## src/rtl/dac5311_pkg.sv

```systemverilog
// Shared definitions for the DAC5311 serial write path (transmitter and
// loopback receiver): frame size, field positions and the receiver states.
package dac5311_pkg;

    localparam int FRAME_BITS_DEF = 16;
    localparam int DATA_W         = 16;
    localparam int CNT_W          = 5;

    // Field positions inside a 16-bit DAC5311 frame
    localparam int PD_MSB   = 15;
    localparam int PD_LSB   = 14;
    localparam int CODE_MSB = 13;
    localparam int CODE_LSB = 6;

    typedef enum logic [1:0] {
        IDLE  = 2'b00,
        SHIFT = 2'b01,
        DONE  = 2'b10
    } state_t;

    // Power-down mode field of a frame
    function automatic logic [PD_MSB-PD_LSB:0] frame_pd(input logic [DATA_W-1:0] frame);
        return frame[PD_MSB:PD_LSB];
    endfunction

    // 8-bit DAC code field of a frame
    function automatic logic [CODE_MSB-CODE_LSB:0] frame_code(input logic [DATA_W-1:0] frame);
        return frame[CODE_MSB:CODE_LSB];
    endfunction

endpackage

```

## src/rtl/sync_edge_detect.sv

```systemverilog
// Multi-flop synchronizer with registered edge detection. The synchronized
// level (dout) is delayed by the same extra register that feeds the edge
// compare, so a data line run through another instance lines up with the
// edge pulses of this one.
module sync_edge_detect #(
    parameter int   STAGES    = 2,
    parameter logic RESET_VAL = 1'b1
) (
    input  logic clk,
    input  logic rst,
    input  logic din,
    output logic dout,
    output logic rise,
    output logic fall
);

    logic [STAGES-1:0] sync_r;
    logic              prev_r;
    logic              rise_r;
    logic              fall_r;

    // Synchronizer chain, one-deep history register and registered edge flags
    always_ff @(posedge clk) begin
        if (rst) begin
            sync_r <= {STAGES{RESET_VAL}};
            prev_r <= RESET_VAL;
            rise_r <= 1'b0;
            fall_r <= 1'b0;
        end else begin
            sync_r <= {sync_r[STAGES-2:0], din};
            prev_r <= sync_r[STAGES-1];
            rise_r <= ~prev_r & sync_r[STAGES-1];
            fall_r <= prev_r & ~sync_r[STAGES-1];
        end
    end

    assign dout = prev_r;
    assign rise = rise_r;
    assign fall = fall_r;

endmodule

```

## src/rtl/dac5311_frame_receiver.sv

```systemverilog
// Loopback model of the DAC5311 serial input: oversamples sync_n/sclk/sdin on
// clk, shifts in one 16-bit frame per sync_n low window and decodes it into
// power-down mode and DAC code.
module dac5311_frame_receiver
    import dac5311_pkg::*;
#(
    parameter int FRAME_BITS  = FRAME_BITS_DEF,
    parameter int SYNC_STAGES = 2
) (
    input  logic              clk,
    input  logic              rst,
    input  logic              sync_n,
    input  logic              sclk,
    input  logic              sdin,
    output logic [DATA_W-1:0] rx_data,
    output logic [1:0]        pd_mode,
    output logic [7:0]        dac_code,
    output logic              rx_valid,
    output logic              frame_err,
    output logic              busy
);

    localparam logic [CNT_W-1:0] LAST_CNT = CNT_W'(FRAME_BITS);

    logic sync_rise_s;
    logic sync_fall_s;
    logic sync_level_unused_s;
    logic sclk_fall_s;
    logic sclk_rise_unused_s;
    logic sclk_level_unused_s;
    logic sdin_s;
    logic sdin_rise_unused_s;
    logic sdin_fall_unused_s;

    state_t            state_r;
    state_t            state_next_s;
    logic [CNT_W-1:0]  cnt_r;
    logic [CNT_W-1:0]  cnt_next_s;
    logic [CNT_W-1:0]  cnt_inc_s;
    // Only 15 bits need holding: the 16th bit is taken straight from sdin
    // when the frame completes.
    logic [DATA_W-2:0] shift_r;
    logic [DATA_W-2:0] shift_next_s;
    logic [DATA_W-1:0] rx_data_r;
    logic [DATA_W-1:0] rx_data_next_s;
    logic              rx_valid_r;
    logic              rx_valid_next_s;
    logic              frame_err_r;
    logic              frame_err_next_s;
    logic              busy_r;

    sync_edge_detect #(
        .STAGES    (SYNC_STAGES),
        .RESET_VAL (1'b1)
    ) u_sync_n_sync (
        .clk  (clk),
        .rst  (rst),
        .din  (sync_n),
        .dout (sync_level_unused_s),
        .rise (sync_rise_s),
        .fall (sync_fall_s)
    );

    sync_edge_detect #(
        .STAGES    (SYNC_STAGES),
        .RESET_VAL (1'b1)
    ) u_sclk_sync (
        .clk  (clk),
        .rst  (rst),
        .din  (sclk),
        .dout (sclk_level_unused_s),
        .rise (sclk_rise_unused_s),
        .fall (sclk_fall_s)
    );

    sync_edge_detect #(
        .STAGES    (SYNC_STAGES),
        .RESET_VAL (1'b0)
    ) u_sdin_sync (
        .clk  (clk),
        .rst  (rst),
        .din  (sdin),
        .dout (sdin_s),
        .rise (sdin_rise_unused_s),
        .fall (sdin_fall_unused_s)
    );

    assign cnt_inc_s = cnt_r + 5'd1;

    // Frame FSM: next state, shift/count update and result pulses
    always_comb begin
        state_next_s     = state_r;
        cnt_next_s       = cnt_r;
        shift_next_s     = shift_r;
        rx_data_next_s   = rx_data_r;
        rx_valid_next_s  = 1'b0;
        frame_err_next_s = 1'b0;
        case (state_r)
            IDLE: begin
                // sclk edges are ignored until the frame is opened
                cnt_next_s = {CNT_W{1'b0}};
                if (sync_fall_s) begin
                    state_next_s = SHIFT;
                end else begin
                    state_next_s = IDLE;
                end
            end
            SHIFT: begin
                if (sclk_fall_s) begin
                    cnt_next_s   = cnt_inc_s;
                    shift_next_s = {shift_r[DATA_W-3:0], sdin_s};
                    if (cnt_inc_s == LAST_CNT) begin
                        // A full frame wins over a coincident sync_n release
                        rx_data_next_s  = {shift_r, sdin_s};
                        rx_valid_next_s = 1'b1;
                        if (sync_rise_s) begin
                            state_next_s = IDLE;
                        end else begin
                            state_next_s = DONE;
                        end
                    end else if (sync_rise_s) begin
                        frame_err_next_s = 1'b1;
                        state_next_s     = IDLE;
                    end else begin
                        state_next_s = SHIFT;
                    end
                end else if (sync_rise_s) begin
                    // Short or empty frame
                    frame_err_next_s = 1'b1;
                    state_next_s     = IDLE;
                end else begin
                    state_next_s = SHIFT;
                end
            end
            DONE: begin
                // Extra sclk edges after a complete frame are ignored
                if (sync_rise_s) begin
                    state_next_s = IDLE;
                end else begin
                    state_next_s = DONE;
                end
            end
            default: begin
                state_next_s = IDLE;
                cnt_next_s   = {CNT_W{1'b0}};
            end
        endcase
    end

    // State, datapath and registered outputs
    always_ff @(posedge clk) begin
        if (rst) begin
            state_r     <= IDLE;
            cnt_r       <= {CNT_W{1'b0}};
            shift_r     <= {(DATA_W-1){1'b0}};
            rx_data_r   <= {DATA_W{1'b0}};
            rx_valid_r  <= 1'b0;
            frame_err_r <= 1'b0;
            busy_r      <= 1'b0;
        end else begin
            state_r     <= state_next_s;
            cnt_r       <= cnt_next_s;
            shift_r     <= shift_next_s;
            rx_data_r   <= rx_data_next_s;
            rx_valid_r  <= rx_valid_next_s;
            frame_err_r <= frame_err_next_s;
            busy_r      <= (state_next_s != IDLE);
        end
    end

    assign rx_data   = rx_data_r;
    assign pd_mode   = frame_pd(rx_data_r);
    assign dac_code  = frame_code(rx_data_r);
    assign rx_valid  = rx_valid_r;
    assign frame_err = frame_err_r;
    assign busy      = busy_r;

endmodule
```

## config.mk

```make
export PLATFORM = sky130hd
export DESIGN_NAME = dac5311_frame_receiver
export DESIGN_NICKNAME = d
export VERILOG_FILES = /design/src/rtl/dac5311_pkg.sv /design/src/rtl/sync_edge_detect.sv /design/src/rtl/dac5311_frame_receiver.sv
export SDC_FILE = /design/constraint.sdc
export NUM_CORES = 1
export LEC_CHECK = 0
export CAP_MARGIN = 40
export CORE_UTILIZATION = 47
export CTS_CLUSTER_SIZE = 8
export DETAILED_ROUTE_END_ITERATION = 8
export PLACE_DENSITY_LB_ADDON = 0.08
export SETUP_SLACK_MARGIN = 0.3
export SLEW_MARGIN = 20
export SYNTH_ARGS = -nofsm -noshare
export SYNTH_HDL_FRONTEND = slang
export SYNTH_HIERARCHICAL = 1
export SYNTH_SLANG_ARGS = --single-unit
```

## constraint.sdc

```tcl
create_clock -name clk -period 1.35 [get_ports clk]
set_input_delay 0.2025 -clock clk [delete_from_list [all_inputs] [get_ports clk]]
set_output_delay 0.2025 -clock clk [all_outputs]
set_load 0.01 [all_outputs]
```

Word-level counts from Yosys, hierarchy flattened
Cells that the tools add are included.
{ "totals": {"regBits": 53, "in_bits": 5, "out_inout_bits": 29} }
{ "classes": {"addsub": 1, "eq_ne": 4, "muxes": 12, "bitwise": 9, "n_reduce_logical": 7} }
{ "op_table": {"columns": ["operator", "count"], "rows": [
  ["5-bit case mux with 2 select lines", 1],
  ["1-bit 2-to-1 mux", 6],
  ["2-bit 2-to-1 mux", 3],
  ["1-bit inverter", 6],
  ["2-bit case mux with 3 select lines", 1],
  ["5-bit by 1-bit adder with 5-bit output (second input constant)", 1],
  ["5-bit equality test (second input constant)", 1],
  ["5-bit 2-to-1 mux", 1],
  ["2-bit AND reduction", 2],
  ["1-bit AND", 3],
  ["3-bit AND reduction", 1],
  ["3-bit OR reduction", 1],
  ["2-bit by 1-bit equality test with 1-bit output (second input constant)", 1],
  ["2-bit equality test (second input constant)", 1],
  ["2-bit logical NOT", 1],
  ["2-bit by 1-bit != test with 1-bit output (second input constant)", 1],
  ["2-bit nonzero test", 1],
  ["2-bit OR reduction", 1]
]} }

Logic depth before layout (Yosys ltp)
{ "logic_depth": {"ltp_word": 6, "mapped_depth": 6, "depth_no_buf": 5} }

Hierarchy
Netlist, hierarchy kept.
{ "by_module_without_submodules": {"columns": ["mod", "instances", "cells_per_inst", "area_each_um2", "seq_area_each_um2"], "rows": [
  ["dac5311_frame_receiver", 1, 199, 1791.7, 820.8],
  ["sync_edge_detect", 3, 10, 133.9, 100.1]
]} }

Worst setup path before layout
OpenSTA, ideal clock, no wires.
{ "synth_path": {"kind": "flip-flop to flip-flop", "from": "register cnt_r[0]", "to": "register rx_data_r[0], in the netlist rx_data[0]", "arrival_ps": 1347, "required_time_ps": 1278, "setup_slack_ps": -69, "stages_incl_launch_ff": 7, "cell_sequence": "dfxtp_1 -> ha_1 -> nand3_1 -> nor3_2 -> buf_6 -> buf_12 -> mux2i_1"} }
{ "synth_via": {"elab_chain_len": 3} }
{ "synth_lines": {"columns": ["item", "line", "rtl"], "rows": [
  ["start: declaration", "dac5311_frame_receiver.sv:37", "logic [CNT_W-1:0] cnt_r;"],
  ["start signal: assignment", "dac5311_frame_receiver.sv:154", "cnt_r <= {CNT_W{1'b0}};"],
  ["start signal: assignment", "dac5311_frame_receiver.sv:162", "cnt_r <= cnt_next_s;"],
  ["5-bit by 1-bit adder with 5-bit output", "dac5311_frame_receiver.sv:88", "assign cnt_inc_s = cnt_r + 5'd1;"],
  ["5-bit equality test", "dac5311_frame_receiver.sv:112", "if (cnt_inc_s == LAST_CNT) begin"],
  ["3-bit AND reduction (no source line)", null, null],
  ["end signal: assignment", "dac5311_frame_receiver.sv:156", "rx_data_r <= {DATA_W{1'b0}};"],
  ["end signal: assignment", "dac5311_frame_receiver.sv:164", "rx_data_r <= rx_data_next_s;"],
  ["end: declaration", "dac5311_frame_receiver.sv:44", "logic [DATA_W-1:0] rx_data_r;"]
]} }
No other way between the ends.
A chain may end at the register's enable or synchronous reset.

Final worst setup path
{ "layout_path": {"from": "register cnt_r[3]", "to": "register rx_data_r[15], in the netlist rx_data[15]"} }
Same word-level chain as after synthesis.

==> flow_metrics.env <==
export IMPL_status="finished with violations"
export IMPL_violations="negative setup slack"
export IMPL_cp_slowest_cell="dfxtp_4"
export IMPL_drc=0
export IMPL_grt_overflow_total=0
export IMPL_path_buf_inv=2
export IMPL_hold_depth=2
export IMPL_max_cap_viol_count=0
export IMPL_cts_buffer_depth=2
export IMPL_insertedDiodeCount=0
export IMPL_synth_nets=229
export IMPL_fp_dieW_um=69.0
export IMPL_syn_avg_cell_area_um2=9.47
export IMPL_hold_violations=0
export IMPL_yosysWarnings=6
export IMPL_crit_chain="nor2b_4 > a32oi_4 > nor3_4 > buf_6 > buf_12 > mux2i_1"
export IMPL_cts_tree="yes"
export IMPL_grt_util_all_layers_pct=17.8
export IMPL_fmax_mhz=702
export IMPL_period_share_pct=105
export IMPL_gp_congestion=0.794
export IMPL_ios=34
export IMPL_cts_buffers=5
export IMPL_reg2reg_to="rx_data[15]$_SDFFE_PP0P_"
export IMPL_fin_ws_ns=-0.0740
export IMPL_grt_max_degree=54
export IMPL_dp_hpwl_um=2130
export IMPL_grt_pass1_wl_um=6830
export IMPL_crit_path_end_kind="flop"
export IMPL_p_leak_nw=1.25
export IMPL_cp_arrival_ns=1.66
export IMPL_critPathMaxFanout=5
export IMPL_grt_pass1_vias=1455
export IMPL_power_density_nw_per_um2=874
export IMPL_clk_latency_ns=0.31
export IMPL_swShare_pct=22.0
export IMPL_syn_area_um2=2110
export IMPL_rows=24
export IMPL_tightest_slew_ns=0.364
export IMPL_critPathTopFamily="flip-flops"
export IMPL_slowest_delay_ns=0.37
export IMPL_rsz0062_at_grt="true"
export IMPL_synthCells=223
export IMPL_rr_startpoint="cnt_r[3]$_SDFFE_PP0P_"
export IMPL_max_slew_margin_rel_pct=75.7
export IMPL_power_net_switching_mw=0.561
export IMPL_worstHoldEndpoint="cnt_r[3]$_SDFFE_PP0P_"
export IMPL_via_per_inst=5.08
export IMPL_hp_start="rst"
export IMPL_setup_viol_count_final=17
export IMPL_r2r_cells=6
export IMPL_p_comb_share_pct=3.9
export IMPL_ant_nets=0
export IMPL_htreeDepth=2
export IMPL_crit_cells=6
export IMPL_port_buffer_count=33
export IMPL_p_int_mw=1.98
export IMPL_hold_slack_ns=0.294
export IMPL_synthToLayoutAreaGrowth_pct=38.0
export IMPL_clock_root_buffer="clkbuf_8"
export IMPL_wire_per_inst_um=14.4
export IMPL_final_layout_size_suffix_gt1_share_pct=49.4
export IMPL_p_total_mw=2.54
export IMPL_critPathRequiredTime_ns=1.58
export IMPL_seq_power_share_pct=61.9
export IMPL_ff2ff_setup_slack_ns=-0.07
export IMPL_startpoint_type="flop"
export IMPL_crit_type="reg2reg"
export IMPL_routed_wl_um=4580
export IMPL_hold_path_class="in2reg"
export IMPL_layout_nets=272
export IMPL_slew_viol_final=0
export IMPL_peakVddDrop_uv=630
export IMPL_period_needed_ns=1.42
export IMPL_n_fill_cell=363
export IMPL_core_um2=4320
export IMPL_layout_commonest_cell="nand2b_1"
export IMPL_skew_ns=0.0124
export IMPL_cts_sinks=53
export IMPL_p_clk_share_pct=34.3
export IMPL_antenna_found_initial=0
export IMPL_initialDrtViolationCount=86
export IMPL_final_cell_mix="nand2b_1, dfxtp_1, buf_2"
export IMPL_dieArea_um2=4760
export IMPL_dr_total_vias=1619
export IMPL_dr_pass1_iters=4
export IMPL_initial_core_util_pct=48.8
export IMPL_die_h_um=69.0
export IMPL_clkTransAtPathRegs_ns=0.10
export IMPL_startpoint="cnt_r[3]$_SDFFE_PP0P_"
==> stage by stage <==
step / instances / TNS (ns) / instance area, um^2 / util, % / setup WS, ns
final: 319 / -0.874 / 2910 / 67.4 / -0.0740
after global routing: 319 / -2.01 / 2910 / 67.4 / -0.164
after CTS: 314 / -0.0574 / 2760 / 63.7 / -0.0198
after detailed placement: 290 / -0.0124 / 2460 / 56.9 / -0.0124
after global placement: 290 / 0 / 2460 / 56.9 / 0.0552
after floorplan: 223 / 0 / 2180 / - / 0.0610
==> power groups by stage <==
stage	sequential, mW	combinational, mW	clock [mW]
2_1_floorplan	1.62	0.0578	0
3_3_place_gp	1.62	0.0824	0
3_5_place_dp	1.62	0.0821	0
4_1_cts	1.58	0.0907	0.891
5_1_grt	1.58	0.106	0.970
6_report	1.57	0.0980	0.872
==> worst max-delay path by stage <==
stage               slack (ns)                        to
floorplan                 0.06   rx_data[0]$_SDFFE_PP0P_
global placement          0.06   rx_data[7]$_SDFFE_PP0P_
detailed placement       -0.01  rx_data[12]$_SDFFE_PP0P_
CTS                      -0.02  rx_data[12]$_SDFFE_PP0P_
global route             -0.16  rx_data[11]$_SDFFE_PP0P_
finish                   -0.07  rx_data[15]$_SDFFE_PP0P_
==> sequential cells by signal (all words and copies together) (netlist names) <==
register / flops
busy: 1
cnt_r: 5
frame_err: 1
rx_data: 16
rx_valid: 1
shift_r: 15
state_r: 2
u_sclk_sync/dout: 1
u_sclk_sync/fall: 1
u_sclk_sync/sync_r: 2
u_sdin_sync/dout: 1
u_sdin_sync/sync_r: 2
u_sync_n_sync/dout: 1
u_sync_n_sync/fall: 1
u_sync_n_sync/rise: 1
u_sync_n_sync/sync_r: 2
==> layout make-up <==
cell class	count	area (um^2)	share of cell area, %
clock inverter	1	6.26	0.215
tap	52	65.1	2.23
inverter	1	3.75	0.129
timing repair buffer	58	489	16.8
multi-input combinational	147	1170	40.0
sequential	53	1110	38.0
clock buffer	7	76.3	2.62
==> metal layers <==
metal | GRT usage (%) | vias to the layer above | part of all wire [%]
met2 | 29.8 | 36 | 50
met5 | 0 | - | 0
met4 | 4.76 | 0 | 1.4
met3 | 5.12 | 7 | 3.7
li1 | - | 809 | -
met1 | 22.3 | 767 | 45
==> what timing repair did <==
item	4_1_cts	5_1_grt
resized for setup	169	39
endpoints found under the setup margin	65	46
hold buffers	0	0
pin swaps	7	6
buffers inserted	14	4
cloned	2	1
Note: power is estimated with default switching activity, not from simulation.
